**src/rtl/axi4lite_slave_regfile_pkg.sv**
```systemverilog
// Shared types and helpers for the AXI4-Lite register-file slave and its bench.
package axi4lite_pkg;

  typedef enum logic [1:0] {
    RESP_OKAY   = 2'b00,
    RESP_SLVERR = 2'b10
  } resp_t;

  typedef enum logic [1:0] {
    W_IDLE = 2'd0,
    W_EXEC = 2'd1,
    W_RESP = 2'd2
  } wstate_t;

  typedef enum logic {
    R_IDLE = 1'b0,
    R_DATA = 1'b1
  } rstate_t;

  // True when addr falls inside [base, base + span). The first term guards
  // the subtraction so an address below base cannot wrap into range.
  function automatic logic addr_in_range(input logic [63:0] addr,
                                         input logic [63:0] base,
                                         input logic [63:0] span);
    return (addr >= base) && ((addr - base) < span);
  endfunction

endpackage

```
**src/rtl/axi4lite_slave_regfile_if.sv**
```systemverilog
// AXI4-Lite bus bundle; the slave modport is what the register file sees.
interface axi4lite_slave_regfile_if #(
  parameter int ADDR_WIDTH = 32,
  parameter int DATA_WIDTH = 32
);
  logic [ADDR_WIDTH-1:0]   AWADDR;
  logic                    AWVALID;
  logic                    AWREADY;
  logic [DATA_WIDTH-1:0]   WDATA;
  logic [DATA_WIDTH/8-1:0] WSTRB;
  logic                    WVALID;
  logic                    WREADY;
  logic [1:0]              BRESP;
  logic                    BVALID;
  logic                    BREADY;
  logic [ADDR_WIDTH-1:0]   ARADDR;
  logic                    ARVALID;
  logic                    ARREADY;
  logic [DATA_WIDTH-1:0]   RDATA;
  logic [1:0]              RRESP;
  logic                    RVALID;
  logic                    RREADY;

  modport slave (
    input  AWADDR, AWVALID, WDATA, WSTRB, WVALID, BREADY, ARADDR, ARVALID, RREADY,
    output AWREADY, WREADY, BRESP, BVALID, ARREADY, RDATA, RRESP, RVALID
  );

  modport master (
    output AWADDR, AWVALID, WDATA, WSTRB, WVALID, BREADY, ARADDR, ARVALID, RREADY,
    input  AWREADY, WREADY, BRESP, BVALID, ARREADY, RDATA, RRESP, RVALID
  );
endinterface

```
**src/rtl/axi4lite_slave_regfile_regbank.sv**
```systemverilog
// Register storage: one byte-strobed write port, one combinational read port.
module axi4lite_regbank #(
  parameter int NUM_REGS   = 8,
  parameter int DATA_WIDTH = 32,
  parameter int IDX_WIDTH  = $clog2(NUM_REGS)
) (
  input  logic                    i_clk,
  input  logic                    i_srst,
  input  logic                    i_we,
  input  logic [IDX_WIDTH-1:0]    i_widx,
  input  logic [DATA_WIDTH-1:0]   i_wdata,
  input  logic [DATA_WIDTH/8-1:0] i_wstrb,
  input  logic [IDX_WIDTH-1:0]    i_ridx,
  output logic [DATA_WIDTH-1:0]   o_rdata
);
  localparam int NBYTES = DATA_WIDTH / 8;

  logic [DATA_WIDTH-1:0] r_mem [NUM_REGS];
  logic [DATA_WIDTH-1:0] w_merged;

  // Each lane takes the new byte when strobed, otherwise keeps the stored byte.
  genvar gi;
  generate
    for (gi = 0; gi < NBYTES; gi++) begin : g_lane
      assign w_merged[gi*8 +: 8] = i_wstrb[gi] ? i_wdata[gi*8 +: 8]
                                               : r_mem[i_widx][gi*8 +: 8];
    end
  endgenerate

  // Storage update: clear everything on reset, else write the merged word.
  always_ff @(posedge i_clk) begin
    if (i_srst) begin
      for (int i = 0; i < NUM_REGS; i++) begin
        r_mem[i] <= '0;
      end
    end else if (i_we) begin
      r_mem[i_widx] <= w_merged;
    end
  end

  assign o_rdata = r_mem[i_ridx];

endmodule

```
**src/rtl/axi4lite_slave_regfile.sv**
```systemverilog
// AXI4-Lite slave register file with independent write and read engines.
module axi4lite_slave_regfile
  import axi4lite_pkg::*;
#(
  parameter int                    ADDR_WIDTH = 32,
  parameter int                    DATA_WIDTH = 32,
  parameter int                    NUM_REGS   = 8,
  parameter logic [ADDR_WIDTH-1:0] BASE_ADDR  = '0
) (
  input logic                  ACLK,
  input logic                  ARESET,
  axi4lite_slave_regfile_if.slave s_axi
);
  localparam int          STRB_WIDTH = DATA_WIDTH / 8;
  localparam int          BL         = $clog2(STRB_WIDTH);
  localparam int          IDX_WIDTH  = $clog2(NUM_REGS);
  localparam logic [63:0] SPAN       = 64'(NUM_REGS * STRB_WIDTH);

  // Write engine state
  wstate_t                 r_wstate, w_wstate_next;
  logic                    r_aw_held, w_aw_held_next;
  logic                    r_w_held, w_w_held_next;
  logic [ADDR_WIDTH-1:0]   r_awaddr, w_awaddr_next;
  logic [DATA_WIDTH-1:0]   r_wdata, w_wdata_next;
  logic [STRB_WIDTH-1:0]   r_wstrb, w_wstrb_next;
  logic                    r_awready, w_awready_next;
  logic                    r_wready, w_wready_next;
  logic                    r_bvalid, w_bvalid_next;
  resp_t                   r_bresp, w_bresp_next;
  logic                    w_we;

  // Read engine state
  rstate_t                 r_rstate, w_rstate_next;
  logic                    r_arready, w_arready_next;
  logic                    r_rvalid, w_rvalid_next;
  logic [DATA_WIDTH-1:0]   r_rdata, w_rdata_next;
  resp_t                   r_rresp, w_rresp_next;

  // Decode
  logic                    w_aw_hs, w_w_hs, w_ar_hs;
  logic [ADDR_WIDTH-1:0]   w_wr_off, w_rd_off;
  logic [IDX_WIDTH-1:0]    w_wr_idx, w_rd_idx;
  logic                    w_wr_in_range, w_rd_in_range;
  logic [DATA_WIDTH-1:0]   w_bank_rdata;

  assign w_aw_hs = s_axi.AWVALID && r_awready;
  assign w_w_hs  = s_axi.WVALID && r_wready;
  assign w_ar_hs = s_axi.ARVALID && r_arready;

  // Writes decode the held address; reads decode ARADDR as it is accepted.
  // Shifting out the low BL bits makes unaligned addresses act aligned.
  assign w_wr_off      = r_awaddr - BASE_ADDR;
  assign w_rd_off      = s_axi.ARADDR - BASE_ADDR;
  assign w_wr_idx      = IDX_WIDTH'(w_wr_off >> BL);
  assign w_rd_idx      = IDX_WIDTH'(w_rd_off >> BL);
  assign w_wr_in_range = addr_in_range(64'(r_awaddr), 64'(BASE_ADDR), SPAN);
  assign w_rd_in_range = addr_in_range(64'(s_axi.ARADDR), 64'(BASE_ADDR), SPAN);

  axi4lite_regbank #(
    .NUM_REGS  (NUM_REGS),
    .DATA_WIDTH(DATA_WIDTH),
    .IDX_WIDTH (IDX_WIDTH)
  ) u_regbank (
    .i_clk  (ACLK),
    .i_srst (ARESET),
    .i_we   (w_we),
    .i_widx (w_wr_idx),
    .i_wdata(r_wdata),
    .i_wstrb(r_wstrb),
    .i_ridx (w_rd_idx),
    .o_rdata(w_bank_rdata)
  );

  // Write FSM next state: collect AW and W in any order, execute, then respond.
  always_comb begin
    w_wstate_next  = r_wstate;
    w_aw_held_next = r_aw_held;
    w_w_held_next  = r_w_held;
    w_awaddr_next  = r_awaddr;
    w_wdata_next   = r_wdata;
    w_wstrb_next   = r_wstrb;
    w_bvalid_next  = r_bvalid;
    w_bresp_next   = r_bresp;
    w_we           = 1'b0;
    case (r_wstate)
      W_IDLE: begin
        if (w_aw_hs) begin
          w_aw_held_next = 1'b1;
          w_awaddr_next  = s_axi.AWADDR;
        end
        if (w_w_hs) begin
          w_w_held_next = 1'b1;
          w_wdata_next  = s_axi.WDATA;
          w_wstrb_next  = s_axi.WSTRB;
        end
        if (r_aw_held && r_w_held) begin
          w_wstate_next = W_EXEC;
        end
      end
      W_EXEC: begin
        w_we           = w_wr_in_range;
        w_bvalid_next  = 1'b1;
        w_bresp_next   = w_wr_in_range ? RESP_OKAY : RESP_SLVERR;
        w_aw_held_next = 1'b0;
        w_w_held_next  = 1'b0;
        w_wstate_next  = W_RESP;
      end
      W_RESP: begin
        if (s_axi.BREADY) begin
          w_bvalid_next = 1'b0;
          w_wstate_next = W_IDLE;
        end
      end
      default: begin
        w_wstate_next = W_IDLE;
      end
    endcase
    // Readies are registered off the next state so they drop right after a handshake.
    w_awready_next = (w_wstate_next == W_IDLE) && !w_aw_held_next;
    w_wready_next  = (w_wstate_next == W_IDLE) && !w_w_held_next;
  end

  // Write engine registers.
  always_ff @(posedge ACLK) begin
    if (ARESET) begin
      r_wstate  <= W_IDLE;
      r_aw_held <= 1'b0;
      r_w_held  <= 1'b0;
      r_awaddr  <= '0;
      r_wdata   <= '0;
      r_wstrb   <= '0;
      r_awready <= 1'b0;
      r_wready  <= 1'b0;
      r_bvalid  <= 1'b0;
      r_bresp   <= RESP_OKAY;
    end else begin
      r_wstate  <= w_wstate_next;
      r_aw_held <= w_aw_held_next;
      r_w_held  <= w_w_held_next;
      r_awaddr  <= w_awaddr_next;
      r_wdata   <= w_wdata_next;
      r_wstrb   <= w_wstrb_next;
      r_awready <= w_awready_next;
      r_wready  <= w_wready_next;
      r_bvalid  <= w_bvalid_next;
      r_bresp   <= w_bresp_next;
    end
  end

  // Read FSM next state: capture data on AR, hold it until RREADY.
  // The bank read sees pre-update contents, so a same-cycle write gives old data.
  always_comb begin
    w_rstate_next = r_rstate;
    w_rvalid_next = r_rvalid;
    w_rdata_next  = r_rdata;
    w_rresp_next  = r_rresp;
    if (r_rstate == R_IDLE) begin
      if (w_ar_hs) begin
        w_rdata_next  = w_rd_in_range ? w_bank_rdata : '0;
        w_rresp_next  = w_rd_in_range ? RESP_OKAY : RESP_SLVERR;
        w_rvalid_next = 1'b1;
        w_rstate_next = R_DATA;
      end
    end else begin
      if (s_axi.RREADY) begin
        w_rvalid_next = 1'b0;
        w_rstate_next = R_IDLE;
      end
    end
    w_arready_next = (w_rstate_next == R_IDLE);
  end

  // Read engine registers.
  always_ff @(posedge ACLK) begin
    if (ARESET) begin
      r_rstate  <= R_IDLE;
      r_arready <= 1'b0;
      r_rvalid  <= 1'b0;
      r_rdata   <= '0;
      r_rresp   <= RESP_OKAY;
    end else begin
      r_rstate  <= w_rstate_next;
      r_arready <= w_arready_next;
      r_rvalid  <= w_rvalid_next;
      r_rdata   <= w_rdata_next;
      r_rresp   <= w_rresp_next;
    end
  end

  assign s_axi.AWREADY = r_awready;
  assign s_axi.WREADY  = r_wready;
  assign s_axi.BVALID  = r_bvalid;
  assign s_axi.BRESP   = r_bresp;
  assign s_axi.ARREADY = r_arready;
  assign s_axi.RVALID  = r_rvalid;
  assign s_axi.RDATA   = r_rdata;
  assign s_axi.RRESP   = r_rresp;

endmodule

```
**src/flat_wrapper.sv**
```systemverilog
// flat-port wrapper written by rule: the top's interface ports become plain ports
module axi4lite_slave_regfile_flat import axi4lite_pkg::*;
#(
  parameter int                    ADDR_WIDTH = 32,
  parameter int                    DATA_WIDTH = 32,
  parameter int                    NUM_REGS   = 8,
  parameter logic [ADDR_WIDTH-1:0] BASE_ADDR  = '0
)
  (ACLK, ARESET, s_axi_AWADDR, s_axi_AWVALID, s_axi_WDATA, s_axi_WSTRB, s_axi_WVALID, s_axi_BREADY, s_axi_ARADDR, s_axi_ARVALID, s_axi_RREADY, s_axi_AWREADY, s_axi_WREADY, s_axi_BRESP, s_axi_BVALID, s_axi_ARREADY, s_axi_RDATA, s_axi_RRESP, s_axi_RVALID);
  axi4lite_slave_regfile_if #(.ADDR_WIDTH(ADDR_WIDTH), .DATA_WIDTH(DATA_WIDTH)) s_axi_i ();
  input logic ACLK;
  input logic ARESET;
  input wire logic [$bits(s_axi_i.AWADDR)-1:0] s_axi_AWADDR;
  input wire logic [$bits(s_axi_i.AWVALID)-1:0] s_axi_AWVALID;
  input wire logic [$bits(s_axi_i.WDATA)-1:0] s_axi_WDATA;
  input wire logic [$bits(s_axi_i.WSTRB)-1:0] s_axi_WSTRB;
  input wire logic [$bits(s_axi_i.WVALID)-1:0] s_axi_WVALID;
  input wire logic [$bits(s_axi_i.BREADY)-1:0] s_axi_BREADY;
  input wire logic [$bits(s_axi_i.ARADDR)-1:0] s_axi_ARADDR;
  input wire logic [$bits(s_axi_i.ARVALID)-1:0] s_axi_ARVALID;
  input wire logic [$bits(s_axi_i.RREADY)-1:0] s_axi_RREADY;
  output wire logic [$bits(s_axi_i.AWREADY)-1:0] s_axi_AWREADY;
  output wire logic [$bits(s_axi_i.WREADY)-1:0] s_axi_WREADY;
  output wire logic [$bits(s_axi_i.BRESP)-1:0] s_axi_BRESP;
  output wire logic [$bits(s_axi_i.BVALID)-1:0] s_axi_BVALID;
  output wire logic [$bits(s_axi_i.ARREADY)-1:0] s_axi_ARREADY;
  output wire logic [$bits(s_axi_i.RDATA)-1:0] s_axi_RDATA;
  output wire logic [$bits(s_axi_i.RRESP)-1:0] s_axi_RRESP;
  output wire logic [$bits(s_axi_i.RVALID)-1:0] s_axi_RVALID;
  assign s_axi_i.AWADDR = s_axi_AWADDR;
  assign s_axi_i.AWVALID = s_axi_AWVALID;
  assign s_axi_i.WDATA = s_axi_WDATA;
  assign s_axi_i.WSTRB = s_axi_WSTRB;
  assign s_axi_i.WVALID = s_axi_WVALID;
  assign s_axi_i.BREADY = s_axi_BREADY;
  assign s_axi_i.ARADDR = s_axi_ARADDR;
  assign s_axi_i.ARVALID = s_axi_ARVALID;
  assign s_axi_i.RREADY = s_axi_RREADY;
  assign s_axi_AWREADY = s_axi_i.AWREADY;
  assign s_axi_WREADY = s_axi_i.WREADY;
  assign s_axi_BRESP = s_axi_i.BRESP;
  assign s_axi_BVALID = s_axi_i.BVALID;
  assign s_axi_ARREADY = s_axi_i.ARREADY;
  assign s_axi_RDATA = s_axi_i.RDATA;
  assign s_axi_RRESP = s_axi_i.RRESP;
  assign s_axi_RVALID = s_axi_i.RVALID;
  axi4lite_slave_regfile #(.ADDR_WIDTH(ADDR_WIDTH), .DATA_WIDTH(DATA_WIDTH), .NUM_REGS(NUM_REGS), .BASE_ADDR(BASE_ADDR)) u_core (.ACLK(ACLK), .ARESET(ARESET), .s_axi(s_axi_i));
endmodule
```
**config.mk**
```make
export PLATFORM = sky130hd
export DESIGN_NAME = axi4lite_slave_regfile_flat
export DESIGN_NICKNAME = d
export VERILOG_FILES = /design/src/rtl/axi4lite_slave_regfile_pkg.sv /design/src/rtl/axi4lite_slave_regfile_if.sv /design/src/rtl/axi4lite_slave_regfile_regbank.sv /design/src/rtl/axi4lite_slave_regfile.sv /design/src/flat_wrapper.sv
export SDC_FILE = /design/constraint.sdc
export NUM_CORES = 1
export LEC_CHECK = 0
export CAP_MARGIN = 20
export CELL_PAD_IN_SITES_DETAIL_PLACEMENT = 1
export CELL_PAD_IN_SITES_GLOBAL_PLACEMENT = 2
export CORE_MARGIN = 2
export CORE_UTILIZATION = 43
export DETAILED_ROUTE_END_ITERATION = 12
export GPL_ROUTABILITY_DRIVEN = 0
export PLACE_DENSITY = 0.87
export SYNTH_ARGS = -nofsm -noshare
export SYNTH_HDL_FRONTEND = slang
export SYNTH_HIERARCHICAL = 1
export SYNTH_SLANG_ARGS = --single-unit
```
**constraint.sdc**
```tcl
create_clock -name ACLK -period 4.4 [get_ports ACLK]
set_input_delay 0.88 -clock ACLK [delete_from_list [all_inputs] [get_ports ACLK]]
set_output_delay 0.88 -clock ACLK [all_outputs]
set_load 0.02 [all_outputs]
```
==> results_dict.tcl <==
set metrics [dict create \
    cts-resized-gates 0 \
    postLayoutCoreUtil_pct 51.5 \
    routedWlPerCell_um 21.9 \
    critPathCaptureType "register" \
    powerDensity_nw_per_um2 397 \
    drcViolationCount 0 \
    ys_ff_latch 366 \
    overflow 0 \
    dr.pass1.iters 5 \
    dieWidth_um 198 \
    setup_viol 0 \
    clockRootBuffer "clkbuf_16" \
    drt_iter0_markers 738 \
    path_delay_family "simple AND/OR/NAND/NOR gates" \
    tritoncts "yes" \
    relSlewSlack_pct 26.7 \
    routed_wirelength_mm 40.7 \
    yosys_most_used_dff "edfxtp_1" \
    synth_edf_count 256 \
    synthCells 1268 \
    ys_warn_count 6 \
    drive_gt1_share_pct 14.6 \
    setup_tns_ps 0 \
    total_leakage_power_nw 6.22 \
    grt_setup_unrepaired "no" \
    peakVddDrop_v 0.000298 \
    cap_violations 0 \
    vias_per_cell 5.72 \
    synth_cell_types 47 \
    final.setup_skew_ps 13.4 \
    finalCriticalPeriod_ps 3630 \
    antenna_found_initial 4 \
    num_vias 10600 \
    fill_cells 3743 \
    place_hpwl_mm 26.0 \
    hold_slack_ps 458 \
    core_um2 36800 \
    path_cells "nor2b_1 -> nand4_1 -> nor2_1 -> nand4bb_1 -> o21bai_1" \
    rows 70 \
    insertion_delay_ps 530 \
    grt_pass1_wl_mm 62.6 \
    cpMaxStageDelayCell "o21bai_1" \
    path_clk_slew_ps 60 \
    nets 1468 \
    slew_violations 0 \
    htree_num_levels 2 \
    crit_fanout 14 \
    worst_slew_pin_slew_ps 1100 \
    grt_pass1_vias 11100 \
    synth.yosys.seq_area_share_pct 61.4 \
    die_area_um2 39000 \
    io_buffers 141 \
    syn_area_per_cell_um2 12.7 \
    cts.path.max_buffers 3 \
    grt_max_degree 65 \
    cp_data_arrival_time_ps 3780 \
    track_usage_pct 20.9 \
    fin_crit_sh_pct 82.5 \
    critPathLaunchType "register" \
    crit_type "register to register" \
    p_total_mw 7.53 \
    cp.buffers_inverters 0 \
    cts_hold_buf 0 \
    synthArstFlopShare_pct 0 \
    areaGrowthSynthToFinish_pct 17.7 \
    die_y_um 198 \
    seq_area_um2 9890 \
    initial_core_util_pct 43.8 \
    hold_violations 0 \
    syn_area_um2 16100 \
    timing.fmax_mhz 276 \
    hold_class "register to register" \
    cts_setup_buffers 0 \
    numCtsBuffers 40 \
    io_pins 148 \
    slowest_delay_ps 1000 \
    cp_data_required_time_ps 4550 \
    status "completed" \
    ant_nets 0 \
    cts_sinks 366 \
    multiInputGateArea_um2 5500 \
]
metal layers:
layer	track usage (%)	routed length [um]	up-vias
met1	27.2	17700	5279
met4	6.18	892	4
met5	0	26	-
met3	4.40	2880	70
li1	-	-	4951
met2	35.3	19200	335
final timing paths:
path	startpoint	endpoint	slack (ps)	cells after the start
max	u_core/r_wstate[0]$_SDFF_PP0_	u_core/u_regbank/r_mem[0][7]$_SDFFCE_PN0P_	770	5
min	u_core/r_awaddr[9]$_SDFFE_PP0P_	u_core/r_awaddr[9]$_SDFFE_PP0P_	460	2
max reg2reg	u_core/r_wstate[0]$_SDFF_PP0_	u_core/u_regbank/r_mem[0][7]$_SDFFCE_PN0P_	770	5
min reg2reg	u_core/r_awaddr[9]$_SDFFE_PP0P_	u_core/r_awaddr[9]$_SDFFE_PP0P_	460	2
kinds of logic (layout without fill, tap and decap cells):
kind of cell	count (synthesis)	after routing	synth area share [%]
compound gates	142	142	6.41
flops	366	366	61.4
buf+inv	160	282	4.55
simple gates	503	503	15.4
mux	96	96	12.2
other cells	1	4	0.0233
through the flow:
step	setup slack (ps)	instance area (um2)	cells
after detailed placement	822	17800	1787
after global routing	534	18900	1859
after global placement	966	17800	1786
after CTS	753	18900	1859
after floorplan	1940	16100	1269
final	771	19000	1861
Yosys cell counts, types with 2 or more instances:
master / number / area share (%)
a21oi_1: 70 / 2.2
and2_1: 2 / 0.078
and3b_1: 2 / 0.11
buf_1: 11 / 0.26
buf_2: 23 / 0.71
buf_4: 5 / 0.23
buf_6: 9 / 0.63
clkbuf_1: 75 / 1.7
clkinv_1: 32 / 0.75
dfxtp_1: 110 / 14
edfxtp_1: 256 / 48
inv_1: 3 / 0.070
mux2_2: 17 / 1.2
mux2_4: 15 / 1.4
mux4_1: 27 / 4.4
mux4_2: 37 / 5.2
nand2_1: 166 / 3.9
nand2b_1: 4 / 0.16
nand3_1: 32 / 0.99
nand4_1: 2 / 0.078
nand4b_1: 4 / 0.22
nand4bb_1: 6 / 0.42
nor2_1: 4 / 0.093
nor3_1: 258 / 8.0
nor4_1: 7 / 0.27
nor4_2: 6 / 0.47
o21ai_0: 4 / 0.12
o21bai_1: 32 / 1.5
o31ai_1: 3 / 0.14
o31ai_2: 29 / 2.3
worst reg2reg max path: cells and delay by family (launching register included):
family	cells	cell delay (ps)
compound gates	1	1000
simple gates	4	1750
flops	1	500
cell usage in the layout, fill, tap and decap left out, types with 32 or more instances in the layout:
cell type	n
buf_4	36
a21oi_1	70
nand3_1	32
clkinv_1	39
dfxtp_1	110
edfxtp_1	256
nor3_1	258
clkdlybuf4s50_1	137
mux4_2	37
clkbuf_16	41
o21bai_1	32
nand2_1	165
report_power, final:
part,switching [mW],leakage [nW],internal (mW)
Combinational,0.362,2.11,0.264
Sequential,0.0516,3.54,3.79
Clock,1.31,0.575,1.75
flip-flops by register name, summed over array words and instances, names as in the netlist, 2 cells and up:
signal / cells
u_core/r_wstrb: 4
u_core/r_wdata: 32
u_core/r_awaddr: 30
u_core/s_axi.RDATA: 32
u_core/r_wstate: 2
u_core/u_regbank/r_mem: 256
area by class of cell:
class | instances | share of cell area, %
Timing Repair Buffer | 175 | 8.79
Inverter | 35 | 0.693
Sequential cell | 366 | 52.2
Antenna cell | 2 | 0.0264
Multi-Input combinational cell | 743 | 29.0
Clock buffer | 58 | 5.86
Tap cell | 468 | 3.09
Clock inverter | 14 | 0.337
Power figures use the tool's default switching activity.
